<file path="src/rtl/arb_pkg.sv">
// Shared types and helpers for the round-robin arbiter: FSM state, pointer rotate,
// one-hot to index conversion and the default requester count.
package arb_pkg;

  localparam int unsigned ARB_WIDTH = 4;

  typedef enum logic {IDLE = 1'b0, OWNED = 1'b1} arb_state_e;

  // Rotate the low w bits of v left by one; bit w-1 wraps to bit 0.
  function automatic logic [63:0] rotl1(input logic [63:0] v, input int unsigned w);
    logic [63:0] m;
    m = (w >= 64) ? '1 : ((64'd1 << w) - 64'd1);
    return ((v << 1) | (v >> (w - 1))) & m;
  endfunction

  function automatic int oh2idx(input logic [63:0] oh);
    int idx;
    idx = 0;
    for (int i = 0; i < 64; i++) begin
      if (oh[i]) idx = i;
    end
    return idx;
  endfunction

endpackage

</file>
<file path="src/rtl/rr_arbiter_ctrl_pick.sv">
// Combinational round-robin pick: first set (req & ~mask) bit at or above the
// one-hot prio bit, wrapping cyclically, found with a double-width scan.
module rr_pick #(
  parameter int unsigned WIDTH = 4
) (
  input  logic [WIDTH-1:0] req,
  input  logic [WIDTH-1:0] prio,
  input  logic [WIDTH-1:0] mask,
  output logic [WIDTH-1:0] win,
  output logic             any
);

  logic [WIDTH-1:0]   r;
  logic [2*WIDTH-1:0] dbl, thr, m, low;

  // Lower copy keeps bits at/above prio; the upper copy supplies the wrap-around.
  always_comb begin
    r   = req & ~mask;
    dbl = {r, r};
    thr = {{WIDTH{1'b0}}, prio} - {{(2*WIDTH-1){1'b0}}, 1'b1};
    m   = dbl & ~thr;
    low = m & (~m + {{(2*WIDTH-1){1'b0}}, 1'b1});
    win = low[WIDTH-1:0] | low[2*WIDTH-1:WIDTH];
    any = |r;
  end

endmodule

</file>
<file path="src/rtl/rr_arbiter_ctrl.sv">
// Round-robin arbiter/controller for one shared resource with registered one-hot grant.
// Optional forced release after MAX_HOLD cycles is built when ARB_TIMEOUT_EN is defined.
module rr_arbiter_ctrl
  import arb_pkg::*;
#(
  parameter int unsigned WIDTH    = ARB_WIDTH,
  parameter int unsigned CNT_W    = 8,
  parameter int unsigned MAX_HOLD = 16
) (
  input  logic                     clock,
  input  logic                     reset,
  input  logic [WIDTH-1:0]         req,
  input  logic                     done,
  output logic [WIDTH-1:0]         grant,
  output logic                     grant_valid,
  output logic [$clog2(WIDTH)-1:0] grant_id,
  output logic [WIDTH-1:0]         prio,
  output logic                     preempt
);

  localparam int unsigned ID_W = $clog2(WIDTH);

  arb_state_e       state_q, state_d;
  logic [WIDTH-1:0] grant_q, grant_d, prio_q, prio_d;
  logic [ID_W-1:0]  id_q, id_d;
  logic             gv_q;
  logic [WIDTH-1:0] pick_prio, pick_mask, win;
  logic             any, rel, tmo, ld;

`ifdef ARB_TIMEOUT_EN
  logic [CNT_W-1:0] cnt_q, cnt_d;

  // Only preempt when someone else is waiting; a lone owner keeps the resource.
  assign tmo = (state_q == OWNED) && (cnt_q == CNT_W'(MAX_HOLD - 1)) && (|(req & ~grant_q));

  always_comb begin
    cnt_d = cnt_q;
    if (ld) cnt_d = '0;
    else if (state_q == OWNED && cnt_q != '1) cnt_d = cnt_q + 1'b1;
  end

  always_ff @(posedge clock) begin
    if (reset) cnt_q <= '0;
    else       cnt_q <= cnt_d;
  end
`else
  assign tmo = 1'b0;
`endif

  assign rel       = (state_q == OWNED) && (done || !req[id_q] || tmo);
  assign pick_prio = rel ? WIDTH'(rotl1(64'(grant_q), WIDTH)) : prio_q;
  assign pick_mask = rel ? grant_q : '0;

  rr_pick #(.WIDTH(WIDTH)) u_pick (
    .req  (req),
    .prio (pick_prio),
    .mask (pick_mask),
    .win  (win),
    .any  (any)
  );

  always_ff @(posedge clock) begin
    if (reset) begin
      state_q <= IDLE;
      grant_q <= '0;
      gv_q    <= 1'b0;
      id_q    <= '0;
      prio_q  <= WIDTH'(1);
    end else begin
      state_q <= state_d;
      grant_q <= grant_d;
      gv_q    <= |grant_d;
      id_q    <= id_d;
      prio_q  <= prio_d;
    end
  end

  always_comb begin
    state_d = state_q;
    case (state_q)
      IDLE:    if (any) state_d = OWNED;
      OWNED:   if (rel && !any) state_d = IDLE;
      default: state_d = IDLE;
    endcase
  end

  // Release re-arbitrates in the same cycle so a waiting requester sees no bubble.
  always_comb begin
    grant_d = grant_q;
    id_d    = id_q;
    prio_d  = prio_q;
    ld      = 1'b0;
    if (state_q == IDLE && any) ld = 1'b1;
    if (rel) begin
      prio_d  = pick_prio;
      grant_d = '0;
      id_d    = '0;
      ld      = any;
    end
    if (ld) begin
      grant_d = win;
      id_d    = ID_W'(oh2idx(64'(win)));
    end
  end

  assign grant       = grant_q;
  assign grant_valid = gv_q;
  assign grant_id    = id_q;
  assign prio        = prio_q;
  assign preempt     = tmo;

endmodule

</file>
<file path="config.mk">
export PLATFORM = sky130hd
export DESIGN_NAME = rr_arbiter_ctrl
export DESIGN_NICKNAME = d
export VERILOG_FILES = /design/src/rtl/arb_pkg.sv /design/src/rtl/rr_arbiter_ctrl_pick.sv /design/src/rtl/rr_arbiter_ctrl.sv
export SDC_FILE = /design/constraint.sdc
export NUM_CORES = 1
export LEC_CHECK = 0
export BUFFER_PORTS_ARGS = -buffer_cell sky130_fd_sc_hd__buf_2
export CORE_ASPECT_RATIO = 1.2
export CORE_UTILIZATION = 30
export CTS_CLUSTER_DIAMETER = 100
export DETAILED_ROUTE_END_ITERATION = 7
export SETUP_SLACK_MARGIN = 0.02
export SLEW_MARGIN = 5
export SYNTH_ARGS = -nofsm -noshare
export SYNTH_HDL_FRONTEND = slang
export SYNTH_SLANG_ARGS = --single-unit
</file>
<file path="constraint.sdc">
create_clock -name clock -period 2.9 [get_ports clock]
set_clock_uncertainty 0.15 [all_clocks]
set_input_delay 0.435 -clock clock [delete_from_list [all_inputs] [get_ports clock]]
set_output_delay 0.435 -clock clock [all_outputs]
set_load 0.005 [all_outputs]
</file>
==> results.cfg, run 1 <==
[setup_path]
arrival_ns = 2.71
rr_worst_depth = 11
reg2reg_from = grant_id[0]
crit_path_top_delay_cell = dfxtp_1
endpoint_kind = register
r2r_slack_ns = 0.20
cp.buffers_inverters = 0
critPathLaunchType = register
cpPeakStageDelay_ns = 0.39
worstPathRequired_ns = 2.91
worstReg2RegEnd = grant_valid
worstSetupPathDepth = 11
path_cells = or2b_4, o221ai_4, nor2_1, a21oi_2, ha_1, nor3b_1, mux2i_1, a221oi_1, a2111o_1, and2_4, a41oi_2
crit_fanout = 6
crit_type = register to register
cp_top_family = compound AO/OA/AOI/OAI gates

[sta]
whs_ns = 0.3170
rsz0062_at_grt = no
max_freq_ghz = 0.3706
fin_crit_sh_pct = 93.03
finalSetupViolCount = 0
hold_viol = 0
period_minus_slack_ns = 2.698
slew_violations = 0

[layout]
final_net_count = 147
fin_cells = 172
drive_gt1_share_pct = 42.03
area_delta_synth_final_pct = 35.04
num_antenna_cells = 0

[global_routing]
grt_pass1_wl_um = 3774
grt_max_degree = 13
grt_util_all_layers_pct = 16.37
grt_pass1_vias = 840
overflow = 0
antenna_found_initial = 0

[logic_synthesis]
synth.yosys.seq_area_share_pct = 27.35
netlist_area_um2 = 878.3
ys_ff_latch = 12
synth.most_common_cell = nand2_1
synth_ff_type = dfxtp_1
synth_nets = 113
synth_top_area_cell = dfxtp_1
yosys_warnings = 0
synth.top_cell.area_share_pct = 27.35
synth_cells = 105
syn_avg_cell_area_um2 = 8.365
ys_async_sr_fraction_pct = 0
synth-edff-count = 0
netlist_top_cells_area = dfxtp_1, nand2_1, o221ai_2
synth_commonest_cells = nand2_1, dfxtp_1, nor2_1
yosysUniqueCellTypes = 48

[min_path]
holdPathStages = 2
hold_start = reset
hp-class = input port to register
hold-path-endpoint = grant_id[1]

[placement]
dpl.hpwl_um = 1938
dpl.cell_count = 166
place.gp.congestion = 0.8679
portBuffers = 17

[drt]
drt_wl_total_um = 2565
drt_first_pass_iters = 4
via_per_inst = 5.512
num_vias = 948
ant_nets = 0
drc = 0
drtIter0Drc = 56
wl_per_cell_um = 14.91

[floorplan]
io_pins = 19
die_y_um = 61.28
core_mm2 = 0.002785
num_rows = 21
initial_core_util_pct = 31.54
die_w_um = 51.40
die_area_mm2 = 0.003149

[run_status]
status = finished clean

[cts]
clock-root-buffer = clkbuf_4
clk_latency_ns = 0.28
cts_max_path_buffers = 2
cts_buffers = 3
postCtsHoldBufs = 0
clock-sinks = 12
cts_tree = yes
cts.reportedPaths.clkPinSlew_ns = 0.08
htreeDepth = 1

[job]
maxCapViolCount = 0

[pwr]
ir_drop_mv = 0.1848
finalPower_uw = 649.5
power.leakage_nw = 0.4871
power_density_mw_per_mm2 = 547.6
==> worst max-delay path by stage <==
stage,slack [ns],to,start
floorplan,0.04,grant_valid,done
global placement,0.003,grant_valid,done
detailed placement,-0.04,grant_valid,done
CTS,0.10,grant_valid,grant_id[0]
global route,0.02,grant_valid,grant_id[1]
finish,0.20,grant_valid,grant_id[0]
==> what timing repair did <==
item / CTS / global route
pin swaps: 0 / 2
endpoints found under the setup margin: 1 / 3
setup buffers: 0 / 2
resized for setup: 3 / 5
==> per-stage QoR <==
step	instance area, um^2	utilization (%)	TNS [ns]	worst slack (ns)
3_3_place_gp	1099	39.44	0	0.003209
6_report	1186	42.59	0	0.2020
5_1_grt	1186	42.59	0	0.02100
2_1_floorplan	889.6	-	0	0.03862
4_1_cts	1154	41.42	0	0.1047
3_5_place_dp	1099	39.44	-0.04379	-0.04379
==> cells by family after synthesis <==
logic type	count (synthesis)	share of synthesized area (%)
AOI/OAI and AO/OA	31	28.63
muxes	5	7.123
DFF	12	27.35
xor gates and xnor gates	2	1.995
buffers and inverters	4	2.278
adders and majority gates	1	1.424
other	1	0.4269
and+or+nand+nor	49	30.77
==> state kept, by name (all words and copies together) (netlist names) <==
register	flops
grant	4
prio	4
state_q	1
grant_valid	1
grant_id	2
==> layer usage <==
metal  GRT usage (%)  vias up  wire, um
li1                -      456         -
met1           18.99      445      1054
met2           30.61       40      1298
met3          0.7407        7       144
met4           8.108        0        68
met5               0        -         0
==> layout make-up <==
class | count | area (um^2)
multi-input cells | 89 | 664.4
inverters | 1 | 3.754
well taps | 34 | 42.54
clock buffers | 4 | 36.28
repair buffers | 32 | 197.7
flip-flops and latches | 12 | 241.5
fillers | 280 | 1599
==> worst register-to-register path: cells and delay by family, from the launching register on <==
family,cells,cell delay [ns]
muxes,1,0.13
and+or+nand+nor,4,0.75
DFF,1,0.39
adders and majority gates,1,0.20
AOI/OAI and AO/OA,5,0.93
==> report_power, final <==
group / internal [mW] / switching [mW]
logic: 0.146 / 0.148
registers: 0.187 / 0.0295
clock network: 0.0766 / 0.0622
total: 0.409 / 0.240
==> layout by cell type (no fill, tap or decap), drive strengths merged, types with 3 or more instances in the layout <==
| cell type | netlist | final |
|---|---|---|
| and2 | 7 | 7 |
| o21ai | 7 | 7 |
| mux2i | 4 | 4 |
| buf | 2 | 32 |
| o221ai | 4 | 4 |
| a21boi | 3 | 3 |
| clkbuf | 1 | 4 |
| dfxtp | 12 | 12 |
| nor2 | 9 | 9 |
| nand2 | 15 | 15 |
| a21oi | 6 | 6 |
| nand2b | 3 | 3 |
No activity file was read; power rests on OpenSTA's default activity.
==> inputs of run 2 (changes only) <==
--- a/config.mk
+++ b/config.mk
@@ -8,6 +8,7 @@
 export BUFFER_PORTS_ARGS = -buffer_cell sky130_fd_sc_hd__buf_2
 export CORE_ASPECT_RATIO = 1.2
 export CORE_UTILIZATION = 30
+export CTS_BUF_LIST = sky130_fd_sc_hd__clkbuf_16
 export CTS_CLUSTER_DIAMETER = 100
 export DETAILED_ROUTE_END_ITERATION = 7
 export SETUP_SLACK_MARGIN = 0.02
==> run 2 against run 1 <==
  * Final cell count shrank 0.58%
  * Sequential share of layout area shrank 0.58 points
  * Worst hold slack improved by 0.040 ns
  * Final area increased by 3.0%
  * Die area did not move
  * Fmax is 0.47% lower
  * Non-clock buffer count is 1 lower
  * Worst setup slack lost 0.013 ns
  * Total power is 18% higher
  * Global-route usage grew 0.77 points
  * Critical endpoint unchanged
  * Combinational power about the same
==> results.cfg, run 2 (synthesized netlist as in run 1, its figures left out) <==
[run_status]
status = finished clean

[cts]
cts_max_path_buffers = 2
cts_buffers = 3
clock-sinks = 12
clk_latency_ns = 0.24
clock-root-buffer = clkbuf_16
htreeDepth = 1
cts_tree = yes
cts.reportedPaths.clkPinSlew_ns = 0.04

[placement]
dpl.hpwl_um = 1938
dp_slack_ns = -0.04379
portBuffers = 17
dpl.cell_count = 166
place.gp.congestion = 0.8679

[sta]
period_minus_slack_ns = 2.711
fin_ws_ns = 0.1892
rsz0062_at_grt = no
fin_crit_sh_pct = 93.47
slew_violations = 0
whs_ns = 0.3566
finalSetupViolCount = 0
tns_ns = 0
max_freq_ghz = 0.3689
hold_viol = 0

[min_path]
holdPathStages = 2
hp-class = register to register

[layout]
fin_cells = 171
final_net_count = 146
final_common_cell = buf_2
final_cell_mix = buf_2, nand2_1, buf_4, dfxtp_1, nor2_1
drive_gt1_share_pct = 40.88
area_delta_synth_final_pct = 39.03
num_antenna_cells = 0

[pwr]
combinationalPowerShare_pct = 38.1
power.leakage_nw = 0.5000
switchingPower_uw = 250.0
ir_drop_mv = 0.2153
finalPower_uw = 763.5
power.internal_uw = 513.5
pwr-share-clk_pct = 33.5
switching_share_pct = 32.74
power_density_mw_per_mm2 = 625.2
share_seq_of_total_power_pct = 28.4

[setup_path]
cp.buffers_inverters = 0
critPathLaunchType = register
crit_path_top_delay_cell = dfxtp_1
cpPeakStageDelay_ns = 0.38
crit_type = register to register
r2r_slack_ns = 0.19
endpoint_kind = register
worstSetupPathDepth = 11
rr_worst_depth = 11
arrival_ns = 2.67
worstPathRequired_ns = 2.86
crit_fanout = 6
path_cells = or2b_4, o221ai_4, nor2_1, a21oi_2, ha_1, nor3b_1, mux2i_1, a221oi_1, a2111o_1, and2_4, a41oi_2
cp_top_family = compound AO/OA/AOI/OAI gates

[global_routing]
grt_pass1_vias = 859
grt_max_degree = 13
grt_util_all_layers_pct = 17.14
antenna_found_initial = 0
grt_pass1_wl_um = 3905
overflow = 0

[drt]
drtIter0Drc = 38
wl_per_cell_um = 14.86
drc = 0
num_vias = 917
via_per_inst = 5.363
drt_wl_total_um = 2541
drt_first_pass_iters = 4
ant_nets = 0

[floorplan]
die_area_mm2 = 0.003149
initial_core_util_pct = 31.54
num_rows = 21
die_y_um = 61.28
io_pins = 19
die_w_um = 51.40
core_mm2 = 0.002785

[job]
maxCapViolCount = 0
[run 2: per-stage QoR]
| stage | cell area (um^2) | utilization, % |
|---|---|---|
| after global placement | 1099 | 39.44 |
| after floorplan | 889.6 | - |
| after CTS | 1196 | 42.95 |
| final | 1221 | 43.85 |
| after detailed placement | 1099 | 39.44 |
| after global routing | 1221 | 43.85 |
[run 2: routing by layer]
metal	wire length, um	global-route usage (%)	share of wire, %
met4	76	9.266	3.0
met5	0	0	0
met2	1287	30.80	51
met1	1045	20.18	41
met3	132	1.481	5.2
[run 2: power by group through the flow]
| stage | Clock, mW | Combinational [mW] | Sequential [mW] |
|---|---|---|---|
| floorplan | 0 | 0.174 | 0.214 |
| global placement | 0 | 0.270 | 0.216 |
| detailed placement | 0 | 0.270 | 0.217 |
| CTS | 0.258 | 0.279 | 0.216 |
| global route | 0.265 | 0.317 | 0.220 |
| finish | 0.256 | 0.291 | 0.217 |
[run 2: path summary, 6_finish.rpt]
kind,end,start
worst max-delay path,grant_valid,grant_id[0]
worst min-delay path,prio[3],prio[3]
worst max register to register,grant_valid,grant_id[0]
worst min register to register,prio[3],prio[3]
[run 2: worst register-to-register path: stages, from the launching register on]
cell and delay, ns:
dfxtp_1 0.38, or2b_4 0.32, o221ai_4 0.26, nor2_1 0.09, a21oi_2 0.16, ha_1 0.22, nor3b_1 0.20, mux2i_1 0.13
a221oi_1 0.29, a2111o_1 0.15, and2_4 0.15, a41oi_2 0.08
[run 2: repair_timing]
item                                    in CTS  in global routing
gates resized for setup                      3                  5
buffers inserted                             0                  1
pin swaps                                    0                  2
hold buffers                                 0                  0
cloned                                       0                  0
endpoints found under the hold margin        0                  0
endpoints found under the setup margin       1                  2
[run 2: layout make-up]
type,instances,area (um^2)
clock inverter,1,3.754
inverter,1,3.754
sequential,12,241.5
timing repair buffer,31,190.2
multi-input combinational,89,664.4
clock buffer,3,75.07
tap,34,42.54
fill,279,1564
==> inputs of run 3 (changes only) <==
--- a/config.mk
+++ b/config.mk
@@ -5,6 +5,7 @@
 export SDC_FILE = /design/constraint.sdc
 export NUM_CORES = 1
 export LEC_CHECK = 0
+export ABC_AREA = 1
 export BUFFER_PORTS_ARGS = -buffer_cell sky130_fd_sc_hd__buf_2
 export CORE_ASPECT_RATIO = 1.2
 export CORE_UTILIZATION = 30
==> constraint.sdc (replaced) <==
create_clock -name clock -period 2.9 [get_ports clock]
set_clock_uncertainty 0.15 [all_clocks]
set_input_delay 0.435 -clock clock [delete_from_list [all_inputs] [get_ports clock]]
set_output_delay 0.435 -clock clock [all_outputs]
set_load 0.02 [all_outputs]
==> run 3 against run 2 <==
  * Sequential cell count is the same
  * Total power shrank 14%
  * Worst hold slack lost 0.013 ns
  * Largest cell class unchanged
  * Largest power group is now the clock network
  * Highest routed layer unchanged
==> results.cfg, run 3 <==
[run_status]
status = finished clean

[floorplan]
die_y_um = 58.82
io_pins = 19
die_area_mm2 = 0.002902
die_w_um = 49.35
num_rows = 20
initial_core_util_pct = 31.62
core_mm2 = 0.002552

[sta]
slew_violations = 0
finalSetupViolCount = 0
max_freq_ghz = 0.3931
period_minus_slack_ns = 2.544
rsz0062_at_grt = no
tns_ns = 0
hold_viol = 0
fin_crit_sh_pct = 87.72

[cts]
cts.reportedPaths.clkPinSlew_ns = 0.04
cts_tree = yes
htreeDepth = 1
post_cts_buffers = 0
clock-sinks = 12
cts_repair_resize_count = 0
cts_buffers = 3
cts_max_path_buffers = 2
postCtsHoldBufs = 0
clock-root-buffer = clkbuf_16
clk_latency_ns = 0.24

[placement]
portBuffers = 17
place.gp.congestion = 0.8843
dpl.cell_count = 168
dpl.hpwl_um = 1423

[logic_synthesis]
synth.most_common_cell = nand2_1
netlist_area_um2 = 807.0
synth_ff_type = dfxtp_1
synth_top_area_cell = dfxtp_1
synth_top_family_by_area = simple AND/OR/NAND/NOR gates
synth.top_cell.area_share_pct = 29.77
synthSimpleGateAreaFrac_pct = 47.13
synth-edff-count = 0
syn_avg_cell_area_um2 = 6.725
ys_async_sr_fraction_pct = 0
synth_nets = 128
synthAdderAreaFrac_pct = 1.550
synth.yosys.seq_area_share_pct = 29.77
synth_cells = 120
synth_compound_area_share_pct = 10.39
synthXorXnorAreaFrac_pct = 0
netlist_top_cells_area = dfxtp_1, nand2_1, inv_1
ys_ff_latch = 12
yosys_warnings = 0
yosysUniqueCellTypes = 23
synth_commonest_cells = nand2_1, inv_1, dfxtp_1
synthMuxAreaShare_pct = 0

[drt]
wl_per_cell_um = 10.30
drtIter0Drc = 11
drc = 0
num_vias = 774
ant_nets = 0
drt_first_pass_iters = 4
via_per_inst = 4.500
drt_wl_total_um = 1771

[min_path]
hp-class = input port to register

[setup_path]
cp_top_family = simple AND/OR/NAND/NOR gates
crit_path_frequent_cell = nand2_1
critPathLaunchType = register
crit_fanout = 8
cp.buffers_inverters = 2
arrival_ns = 2.52
crit_path_top_delay_cell = dfxtp_1
worstPathRequired_ns = 2.88
endpoint_kind = register
crit_type = register to register
cpPeakStageDelay_ns = 0.39
path_cells = inv_1, nand2_1, nand3_2, nand2_2, nand2_4, nand2_8, nand2_2, o21ai_2, inv_1, ha_1, nand3_1, nand2_1, nor2_2, nor2_4, nand3_1, nand2_1, nand2_1, nand2_1, nor2_2, a21oi_2

[layout]
final_common_cell = nand2_1
area_delta_synth_final_pct = 24.03
multi_input_area_um2 = 480.5
ff_latch_area_um2 = 240.2
final_net_count = 148
nFillCells = 291
final_core_util_pct = 39.22
final_cell_mix = nand2_1, buf_2, inv_1, dfxtp_1, nand3_1
num_antenna_cells = 0
drive_gt1_share_pct = 35.25
fin_cells = 172

[pwr]
power_density_mw_per_mm2 = 652.5
ir_drop_mv = 0.2482
power.leakage_nw = 0.5158

[global_routing]
grt_util_all_layers_pct = 14.61
overflow = 0
antenna_found_initial = 0
grt_pass1_vias = 739
grt_pass1_wl_um = 3105
grt_max_degree = 13

[job]
maxCapViolCount = 0
[run 3: changes by cell type after synthesis, moves of 3 or more]
cell	previous run	this run
and2_2	5	0
inv_1	1	16
inv_2	0	4
nand2_1	15	30
nand2_2	0	7
nand2b_1	3	0
nand3_1	2	11
nand3_2	0	3
nor2_2	0	5
o21ai_0	5	0
o221ai_2	3	0
[run 3: area by class of cell]
cell class | count | area share [%]
clock buffers | 3 | 7.500
clock inverters | 1 | 0.3750
inverters | 20 | 7.500
multi-input cells | 86 | 48.00
flip-flops and latches | 12 | 24.00
well taps | 33 | 4.125
repair buffers | 17 | 8.500
[run 3: metal layers]
| metal | vias up | wire [um] | GRT usage, % |
|---|---|---|---|
| met4 | 0 | 42 | 8.824 |
| met5 | - | 0 | 0 |
| met3 | 5 | 90 | 3.618 |
| li1 | 409 | - | - |
| met1 | 342 | 782 | 16.61 |
| met2 | 18 | 857 | 24.66 |
[run 3: worst reg2reg max path: stages, from the launching register on]
cell	delay [ns]
dfxtp_1	0.39
inv_1	0.07
nand2_1	0.07
nand3_2	0.06
nand2_2	0.09
nand2_4	0.08
nand2_8	0.11
nand2_2	0.06
o21ai_2	0.08
inv_1	0.10
ha_1	0.26
nand3_1	0.13
nand2_1	0.07
nor2_2	0.18
nor2_4	0.07
nand3_1	0.08
nand2_1	0.05
nand2_1	0.10
nand2_1	0.08
nor2_2	0.09
a21oi_2	0.05
[run 3: power breakdown]
part | switching, mW | total, mW | internal, mW | leakage, nW
Clock | 0.0763 | 0.258 | 0.182 | 0.0385
Sequential | 0.0139 | 0.196 | 0.182 | 0.0984
Combinational | 0.129 | 0.199 | 0.0694 | 0.379
[run 3: kinds of logic after synthesis]
kind of cell | count (synthesis)
buffers and inverters | 22
other | 1
flip-flops | 12
AND/OR/NAND/NOR | 71
AO/OA/AOI/OAI | 13
adder cells (fa/ha/maj) | 1
[run 3: worst paths after layout]
check | slack [ns] | cells past startpoint | endpoint | from
worst max-delay path | 0.36 | 20 | grant_valid | grant_id[0]
worst min-delay path | 0.34 | 2 | grant_valid | reset
worst max register to register | 0.36 | 20 | grant_valid | grant_id[0]
worst min register to register | 0.37 | 2 | grant[0] | grant[0]
[run 3: stage by stage]
stage / instance area (um^2) / worst slack (ns) / hold slack, ns / power [mW]
floorplan: 807.0 / 0.4757 / 0.3544 / 0.3550
global placement: 922.1 / 0.2242 / 0.3674 / 0.3957
detailed placement: 922.1 / 0.1911 / 0.3681 / 0.3982
CTS: 1001 / 0.3517 / 0.3440 / 0.6586
global route: 1001 / 0.1293 / 0.3730 / 0.6910
finish: 1001 / 0.3562 / 0.3439 / 0.6531
